`src/rtl/fifo_arb_pkg.sv`:
```
// -----------------------------------------------------------------------------
// fifo_arb_pkg
//   Shared types and helpers for the sync_fifo write-port arbiter.
//   - arb_state_t : arbiter FSM state (IDLE waits for a winner, BURST holds
//                   the write port for one owner).
//   - FIFO_DATA_W : native word width of sync_fifo DATAIN.
//   - rr_next     : round-robin successor of an id, wrapping n-1 -> 0.
// -----------------------------------------------------------------------------
package fifo_arb_pkg;

    typedef enum logic [0:0] {
        IDLE  = 1'b0,
        BURST = 1'b1
    } arb_state_t;

    localparam int FIFO_DATA_W = 32;

    function automatic int unsigned rr_next(input int unsigned ptr, input int unsigned n);
        return (ptr + 1 >= n) ? 0 : ptr + 1;
    endfunction

endpackage

```
`src/rtl/rr_pick.sv`:
```
// -----------------------------------------------------------------------------
// rr_pick
//   Combinational rotating-priority finder. Scans req starting at rr_ptr,
//   then rr_ptr+1, ... (mod NUM_REQ) and reports the first active requester.
// Ports
//   req       in  NUM_REQ  request vector
//   rr_ptr    in  ID_W     id with highest priority this cycle
//   found     out 1        at least one request is active
//   winner_id out ID_W     first active id in rotating order (0 when !found)
// -----------------------------------------------------------------------------
module rr_pick
    import fifo_arb_pkg::*;
#(
    parameter int NUM_REQ = 4,
    parameter int ID_W    = 2
) (
    input  logic [NUM_REQ-1:0] req,
    input  logic [ID_W-1:0]    rr_ptr,
    output logic               found,
    output logic [ID_W-1:0]    winner_id
);

    always_comb begin : scan
        logic [ID_W-1:0] idx;
        found     = 1'b0;
        winner_id = '0;
        idx       = rr_ptr;
        for (int k = 0; k < NUM_REQ; k++) begin
            if (!found && req[idx]) begin
                found     = 1'b1;
                winner_id = idx;
            end
            idx = ID_W'(rr_next(32'(idx), NUM_REQ));
        end
    end

endmodule

```
`src/rtl/fifo_wr_arbiter.sv`:
```
// -----------------------------------------------------------------------------
// fifo_wr_arbiter
//   Shares the single write port of sync_fifo among NUM_REQ producers.
//   Round-robin grants with bursts of up to MAX_BURST words; a burst ends
//   with one bubble cycle, after which priority moves to owner+1.
//   Back-pressure is taken directly from the FIFO full flag.
// Ports
//   clock    in   1               rising-edge clock
//   reset    in   1               synchronous, active-high
//   req      in   NUM_REQ         producer i has a word on slice i
//   req_data in   NUM_REQ*DATA_W  slice i = [i*DATA_W +: DATA_W]
//   ack      out  NUM_REQ         one-hot/zero, word i written this edge
//   full     in   1               sync_fifo full
//   wn       out  1               sync_fifo write enable (= |ack)
//   DATAIN   out  DATA_W          sync_fifo write data, 0 when wn=0
//   busy     out  1               high while a burst is in progress
//   owner    out  ID_W            current / last granted id
// -----------------------------------------------------------------------------
module fifo_wr_arbiter
    import fifo_arb_pkg::*;
#(
    parameter int NUM_REQ   = 4,
    parameter int DATA_W    = FIFO_DATA_W,
    parameter int MAX_BURST = 4,
    parameter int ID_W      = 2
) (
    input  logic                      clock,
    input  logic                      reset,
    input  logic [NUM_REQ-1:0]        req,
    input  logic [NUM_REQ*DATA_W-1:0] req_data,
    output logic [NUM_REQ-1:0]        ack,
    input  logic                      full,
    output logic                      wn,
    output logic [DATA_W-1:0]         DATAIN,
    output logic                      busy,
    output logic [ID_W-1:0]           owner
);

    localparam int CNT_W = $clog2(MAX_BURST + 1);
    localparam logic [CNT_W-1:0] CNT_MAX = CNT_W'(MAX_BURST);

    arb_state_t       state;
    logic [ID_W-1:0]  rr_ptr;
    logic [CNT_W-1:0] cnt;

    logic             found;
    logic [ID_W-1:0]  winner;
    logic             grant_idle;
    logic             grant_burst;
    logic             burst_end;
    logic [ID_W-1:0]  sel;

    rr_pick #(
        .NUM_REQ (NUM_REQ),
        .ID_W    (ID_W)
    ) u_pick (
        .req       (req),
        .rr_ptr    (rr_ptr),
        .found     (found),
        .winner_id (winner)
    );

    // Write decision is purely combinational so a word is written on the
    // same edge it is acked; reset masks it so nothing leaks out while held.
    always_comb begin
        grant_idle  = !reset && (state == IDLE) && found && !full;
        grant_burst = !reset && (state == BURST) && req[owner] && (cnt < CNT_MAX) && !full;
        // Dropping req wins over a simultaneous full stall.
        burst_end   = (state == BURST) && (!req[owner] || (cnt == CNT_MAX));
        sel         = (state == IDLE) ? winner : owner;

        ack = '0;
        if (grant_idle || grant_burst) begin
            ack[sel] = 1'b1;
        end
        wn     = grant_idle || grant_burst;
        DATAIN = wn ? req_data[32'(sel)*DATA_W +: DATA_W] : '0;
        busy   = (state == BURST);
    end

    always_ff @(posedge clock) begin
        if (reset) begin
            state  <= IDLE;
            rr_ptr <= '0;
            cnt    <= '0;
            owner  <= '0;
        end else begin
            case (state)
                IDLE: begin
                    if (grant_idle) begin
                        owner <= winner;
                        cnt   <= CNT_W'(1);
                        if (MAX_BURST == 1) begin
                            rr_ptr <= ID_W'(rr_next(32'(winner), NUM_REQ));
                        end else begin
                            state <= BURST;
                        end
                    end
                end
                BURST: begin
                    if (burst_end) begin
                        // Bubble cycle: hand priority to the next id.
                        rr_ptr <= ID_W'(rr_next(32'(owner), NUM_REQ));
                        cnt    <= '0;
                        state  <= IDLE;
                    end else if (grant_burst) begin
                        cnt <= cnt + CNT_W'(1);
                    end
                end
                default: state <= IDLE;
            endcase
        end
    end

endmodule

```
`config.mk`:
```
export PLATFORM = sky130hd
export DESIGN_NAME = fifo_wr_arbiter
export DESIGN_NICKNAME = d
export VERILOG_FILES = /design/src/rtl/fifo_arb_pkg.sv /design/src/rtl/rr_pick.sv /design/src/rtl/fifo_wr_arbiter.sv
export SDC_FILE = /design/constraint.sdc
export NUM_CORES = 1
export LEC_CHECK = 0
export CAP_MARGIN = 10
export CORE_UTILIZATION = 40
export CTS_CLUSTER_DIAMETER = 120
export DETAILED_ROUTE_END_ITERATION = 8
export DONT_BUFFER_PORTS = 1
export GPL_ROUTABILITY_DRIVEN = 0
export SKIP_LAST_GASP = 1
export SLEW_MARGIN = 20
export SYNTH_ARGS = -nofsm -noshare
export SYNTH_HDL_FRONTEND = slang
export SYNTH_HIERARCHICAL = 1
export SYNTH_SLANG_ARGS = --single-unit
```
`constraint.sdc`:
```
create_clock -name clock -period 3.45 [get_ports clock]
set_input_delay 0.345 -clock clock [delete_from_list [all_inputs] [get_ports clock]]
set_output_delay 0.345 -clock clock [all_outputs]
set_load 0.1 [all_outputs]
```
# Word level (Yosys, flattened, before mapping)
# Cells that the tools add are included.
# classes
shifts	1
add_sub_neg	5
n_reduce_logical	23
order_cmp	12
muxes	34
bitwise	1
n_eq_ne	3
# ops
operator	n
$shiftx A128 B8 Y32	1
$mux W32	1
$lt A2 B3 Y1 const B	6
$mux W2	9
$add A2 B1 Y3 const B	4
$ge A3 B3 Y1 const B	4
$logic_and A1 B1 Y1	12
$mux W1	12
$bmux W1 S2	5
$mux W3	3
$logic_not A1 Y1	6
$pmux W3 S2	1
$reduce_and A2 Y1	3
$mux W4	1
$add A3 B1 Y3 const B	1
$eq A3 B3 Y1 const B	1
$lt A3 B3 Y1 const B	1
$ne A3 B1 Y1 const B	1
$demux W1 S2	1
$ge A2 B1 Y1 const B	1
$logic_or A1 B1 Y1	2
$ne A2 B2 Y1 const B	1
$pmux W1 S2	1
$not A1 Y1	1
# totals
register_bits	8
input_bits	135
output_inout_bits	40
elab_cells	83

# Longest topological paths before layout
# depth
word_depth	19
depth_mapped	12
depth_no_buf	10

# Hierarchy
# The synthesis kept the hierarchy.
# by_module_without_submodules
module	cells_per_inst	seq_area_each_um2	area_each_um2	n_inst
fifo_wr_arbiter	175	160.2	1340.0	1
rr_pick	67	0.0	464.2	1

# Worst setup path after synthesis
# Ideal clock, no wire load.
# synth_path
kind	register to output
from	reg rr_ptr[0]
to	out DATAIN[10]
t_required_ps	3105
slack_ps	-1123
path_buffers	1
arrival_ps	4228
path_stages_with_launch	12
path_cell_list	dfxtp_1 > ha_1 > or3_1 > a211oi_2 > a21oi_1 > or4_1 > o21ai_0 > nand2b_1 > o21ai_1 > clkbuf_1 > a22oi_1 > a21oi_1
# synth_via
word_cells_on_any_way	37
classes_between	3 x add/sub; 3 x order compare; 1 x shift; 21 x mux; 9 x reduce/logical
# synth_rtl
element	line	source
start, declared	fifo_wr_arbiter.sv:43	logic [ID_W-1:0] rr_ptr;
start signal, assigned	fifo_wr_arbiter.sv:94	rr_ptr <= ID_W'(rr_next(32'(winner), NUM_REQ));
start signal, assigned	fifo_wr_arbiter.sv:103	rr_ptr <= ID_W'(rr_next(32'(owner), NUM_REQ));
$add A2 B1 Y3	fifo_arb_pkg.sv:19	return (ptr + 1 >= n) ? 0 : ptr + 1;
$ge A3 B3 Y1	fifo_arb_pkg.sv:19	
$mux W2	fifo_arb_pkg.sv:19	
$add A2 B1 Y3 or $bmux W1 S2 (tied branches)	fifo_arb_pkg.sv:19, rr_pick.sv:29	
$ge A3 B3 Y1 or $mux W1 (tied branches)	fifo_arb_pkg.sv:19, rr_pick.sv:29	
$mux W2 or $logic_and A1 B1 Y1 (tied branches)	fifo_arb_pkg.sv:19, rr_pick.sv:29	
$add A2 B1 Y3 (tied with other cells)	fifo_arb_pkg.sv:19	
$ge A3 B3 Y1 (tied with other cells)	fifo_arb_pkg.sv:19	
$mux W2 or $logic_and A1 B1 Y1 (tied branches)	fifo_arb_pkg.sv:19, rr_pick.sv:29	
$bmux W1 S2 or $mux W1 (tied branches)	rr_pick.sv:29	if (!found && req[idx]) begin
$mux W1 (implied by the code) or $logic_not A1 Y1 (tied branches)	rr_pick.sv:29	
$logic_and A1 B1 Y1	rr_pick.sv:29	
$mux W2 (*)	rr_pick.sv:29	
via winner[1]	fifo_wr_arbiter.sv:47	logic [ID_W-1:0] winner;
$mux W2 (*)	fifo_wr_arbiter.sv:70	sel = (state == IDLE) ? winner : owner;
$shiftx A128 B8 Y32 (*)	fifo_wr_arbiter.sv:77	DATAIN = wn ? req_data[32'(sel)*DATA_W +: DATA_W] : '0;
$mux W32 (*)	fifo_wr_arbiter.sv:77	
end, declared	fifo_wr_arbiter.sv:34	output logic [DATA_W-1:0] DATAIN,
# Mark *: on every way through the listed nets, which the timed path passes. The rest lies on a longest branch. The select of a mux whose other input is x is not followed.

# Final worst setup path
# layout_path
from	reg rr_ptr[0]
to	out DATAIN[17]
# The elaborated chain is that of the path after synthesis.

==> reports/results.ini <==
[run_status]
run_status=complete, but fails checks
failing_checks=setup timing

[worst_setup_path]
arrival_ns=3.34
crit_path_capture_type=output port
cpLargestDelayFamily=simple AND/OR/NAND/NOR gates
worstSetupStartpointType=flip-flop
path_buf_inv=4
r2r_start=rr_ptr[1]$_SDFFE_PP0P_
required_time_at_the_worst_slack_endpoint_ns=3.11
slowest_stage=sky130_fd_sc_hd__or4_4
cpPeakStageDelay_ns=0.51
timing_startpoint_of_the_critical_path=rr_ptr[0]$_SDFFE_PP0P_
timing.critical_path.fanout_max=5
criticalPathCategory=reg -> out
critical_path_cell_list=ha_4 > or3_4 > a211oi_2 > a21oi_2 > or4_4 > o21ai_4 > buf_6 > nand2b_4 > o21ai_4 > buf_6 > buf_8 > a22oi_2 > a21oi_4 > buf_12

[synthesis]
synthesis.nets=381
ys_seq_area_frac=0.0888
synth-main-ff-cell=sky130_fd_sc_hd__dfxtp_1
asyncSetResetFlopFracSynth=0
total_standard_cell_area_after_synthesis_um2=1800
synth_top_area_cell=sky130_fd_sc_hd__a22oi_1
syn-instance-count=242
yosysWarningCount=6
synth.area.top_cells=sky130_fd_sc_hd__a22oi_1, sky130_fd_sc_hd__dfxtp_1, sky130_fd_sc_hd__a21oi_1
post-synth-top-count-cell=sky130_fd_sc_hd__a22oi_1
avgSynthCellArea_um2=7.46
postSynthRegisterBits=8
synth_top_cell_area_share=0.266
synth.distinct_cells=56
count_of_flip_flops_with_a_built_in_enable_after_synthesis=0
synth_top_cells_by_count=sky130_fd_sc_hd__a22oi_1, sky130_fd_sc_hd__a21oi_1, sky130_fd_sc_hd__clkbuf_1, sky130_fd_sc_hd__nor2_1, sky130_fd_sc_hd__o21ai_0

[min_path]
hold_class=in -> reg
hold_path_startpoint=reset

[place]
place_hpwl_um=6100
port_buffers=0
dp_worst_setup_slack_ns=-0.0792
placement.cell_area_um2=2960
post-place-cells=324

[timing]
worstMarginPinSlew_ns=0.982
timing_max_transition_violations_final=0
maxSlewHeadroom=0.344
slack_of_the_critical_path_ns=-0.232
fmax_mhz=272
setup_viol=36
time_the_worst_path_needs_with_i_o_delays_and_setup_ns=3.68
hold_viol=0
finalClockSkew_ns=0.00360
period_share=1.07
rsz0062_at_grt=true

[pwr]
max-vdd-ir-drop_uv=300
leakage_uw=0.00122
powerDensity_nw_per_um2=382
totalPowerFinal_uw=1460

[drt]
first_pass_iters=5
avgRoutedWirePerCell_um=28.6
drtAntennaViolNets=0
drt-vias-per-instance=7.50
vias=2678
postRouteWirelength_um=10200
first_iter_violations=243
detail_route.drc_violations=0

[clock_network]
tritoncts=built
clk_latency_ns=0.24
cts_made_buffers=3
cts.path.max_buffers=2
ctsRootBufferMaster=sky130_fd_sc_hd__clkbuf_8
clk_pin_slew_worst_paths_ns=0.04
htreeDepth=1
clk_sink_count=8

[global_routing]
grt_use_total=0.361
grt_max_degree=24
grt_antenna_before_repair=0
grt_pass1_vias=2641
grt_pass1_wl_um=13900
grt-ovfl-total=0

[cells_and_area]
fraction_of_final_layout_cells_sized_beyond_drive_strength_1=0.672
finalNonFillerCells=357
fin_nets=446
area.sequential_um2=165
final_core_density=0.878
layout.cell_area.non_filler_um2=3820
filler_cell_count=196
syn_to_final_growth_pct=112
count_of_antenna_diodes_in_the_layout=0
area_of_combinational_cells_with_multiple_inputs_um2=2220

[floorplan]
rows=24
core_area_um2=4350
die_area_um2=4780
initial_utilization=0.414
ios=175
floorplan.die.width_um=69.2
floorplan.die.height_um=69.2

[job]
timing.max_cap.violations=0

==> per-stage QoR <==
step,setup TNS (ns),hold slack (ns)
after floorplan,-0.143,0.465
after global placement,0,0.414
after CTS,-1.27,0.167
after detailed placement,-1.12,0.412
after global routing,-7.34,0.168
final,-6.08,0.169
==> per-layer routing <==
metal | global-route usage | routed length [um] | up-vias
li1 | - | - | 1113
met1 | 0.400 | 3560 | 1302
met2 | 0.634 | 5140 | 216
met3 | 0.123 | 1150 | 47
met4 | 0.127 | 372 | 0
met5 | 0 | 0 | -
==> timing repair <==
item                       4_1_cts  5_1_grt
resized for setup              107       23
gates cloned                    10        3
setup buffers                   12        8
hold buffers                     0        0
setup endpoints to repair       36       37
pin swaps                       28       34
==> cells by family (layout without fill, tap and decap cells) <==
kind of cell	after synthesis	in the layout	synth area share
mux	10	10	0.0700
buf+inv	31	94	0.0985
flops	8	8	0.0888
compound gates	137	137	0.537
simple gates	52	52	0.178
fa+ha+maj	4	4	0.0277
==> worst paths after layout <==
kind / slack (ns) / to / depth (start not counted)
hold / removal: 0.17 / rr_ptr[0]$_SDFFE_PP0P_ / 1
setup / recovery: -0.23 / DATAIN[17] / 14
hold reg to reg: 0.51 / cnt[1]$_SDFFE_PP0P_ / 2
setup reg to reg: 0.45 / cnt[2]$_SDFFE_PP0P_ / 11
==> sequential cells by signal (all words and copies together) (netlist names) <==
| register | count |
|---|---|
| busy | 1 |
| cnt | 3 |
| rr_ptr | 2 |
| owner | 2 |
==> power breakdown <==
group          leakage (uW)  internal, uW  switching [uW]  total [uW]
clock             0.0000216          76.0            42.0         118
sequential        0.0000664          98.5            9.99         108
combinational       0.00113           494             738        1230
==> area by class of cell <==
class,instances,share of cell area
multi-input combinational,203,0.580
inverter,7,0.00687
clock buffer,3,0.0108
tap,52,0.0170
sequential,8,0.0432
timing repair buffer,84,0.342
==> placed cells by master, fill, tap and decap left out, types with 2 or more instances in the layout <==
| master | netlist | final |
|---|---|---|
| sky130_fd_sc_hd__a22oi_2 | 0 | 42 |
| sky130_fd_sc_hd__buf_12 | 1 | 41 |
| sky130_fd_sc_hd__a21oi_4 | 0 | 32 |
| sky130_fd_sc_hd__a22oi_1 | 64 | 22 |
| sky130_fd_sc_hd__buf_6 | 2 | 20 |
| sky130_fd_sc_hd__buf_4 | 0 | 17 |
| sky130_fd_sc_hd__nor2_1 | 12 | 11 |
| sky130_fd_sc_hd__o21ai_0 | 12 | 7 |
| sky130_fd_sc_hd__inv_1 | 6 | 6 |
| sky130_fd_sc_hd__mux2i_1 | 7 | 6 |
| sky130_fd_sc_hd__dfxtp_1 | 8 | 6 |
| sky130_fd_sc_hd__nand3b_1 | 4 | 4 |
| sky130_fd_sc_hd__o21ai_4 | 0 | 4 |
| sky130_fd_sc_hd__nand2_1 | 5 | 4 |
| sky130_fd_sc_hd__and3_2 | 4 | 3 |
| sky130_fd_sc_hd__ha_1 | 4 | 3 |
| sky130_fd_sc_hd__clkbuf_8 | 0 | 3 |
| sky130_fd_sc_hd__clkbuf_16 | 0 | 3 |
| sky130_fd_sc_hd__o21ai_1 | 3 | 3 |
| sky130_fd_sc_hd__mux4_2 | 2 | 2 |
| sky130_fd_sc_hd__nand2b_4 | 0 | 2 |
| sky130_fd_sc_hd__nand3_1 | 2 | 2 |
| sky130_fd_sc_hd__nor4_1 | 2 | 2 |
| sky130_fd_sc_hd__o41ai_1 | 2 | 2 |
| sky130_fd_sc_hd__a21oi_1 | 27 | 2 |
| sky130_fd_sc_hd__buf_8 | 2 | 2 |
| sky130_fd_sc_hd__or3_4 | 0 | 2 |
| sky130_fd_sc_hd__o211ai_1 | 2 | 2 |
| sky130_fd_sc_hd__a21oi_2 | 9 | 2 |
| sky130_fd_sc_hd__nand2b_1 | 4 | 2 |
Note: power is estimated with default switching activity, not from simulation.
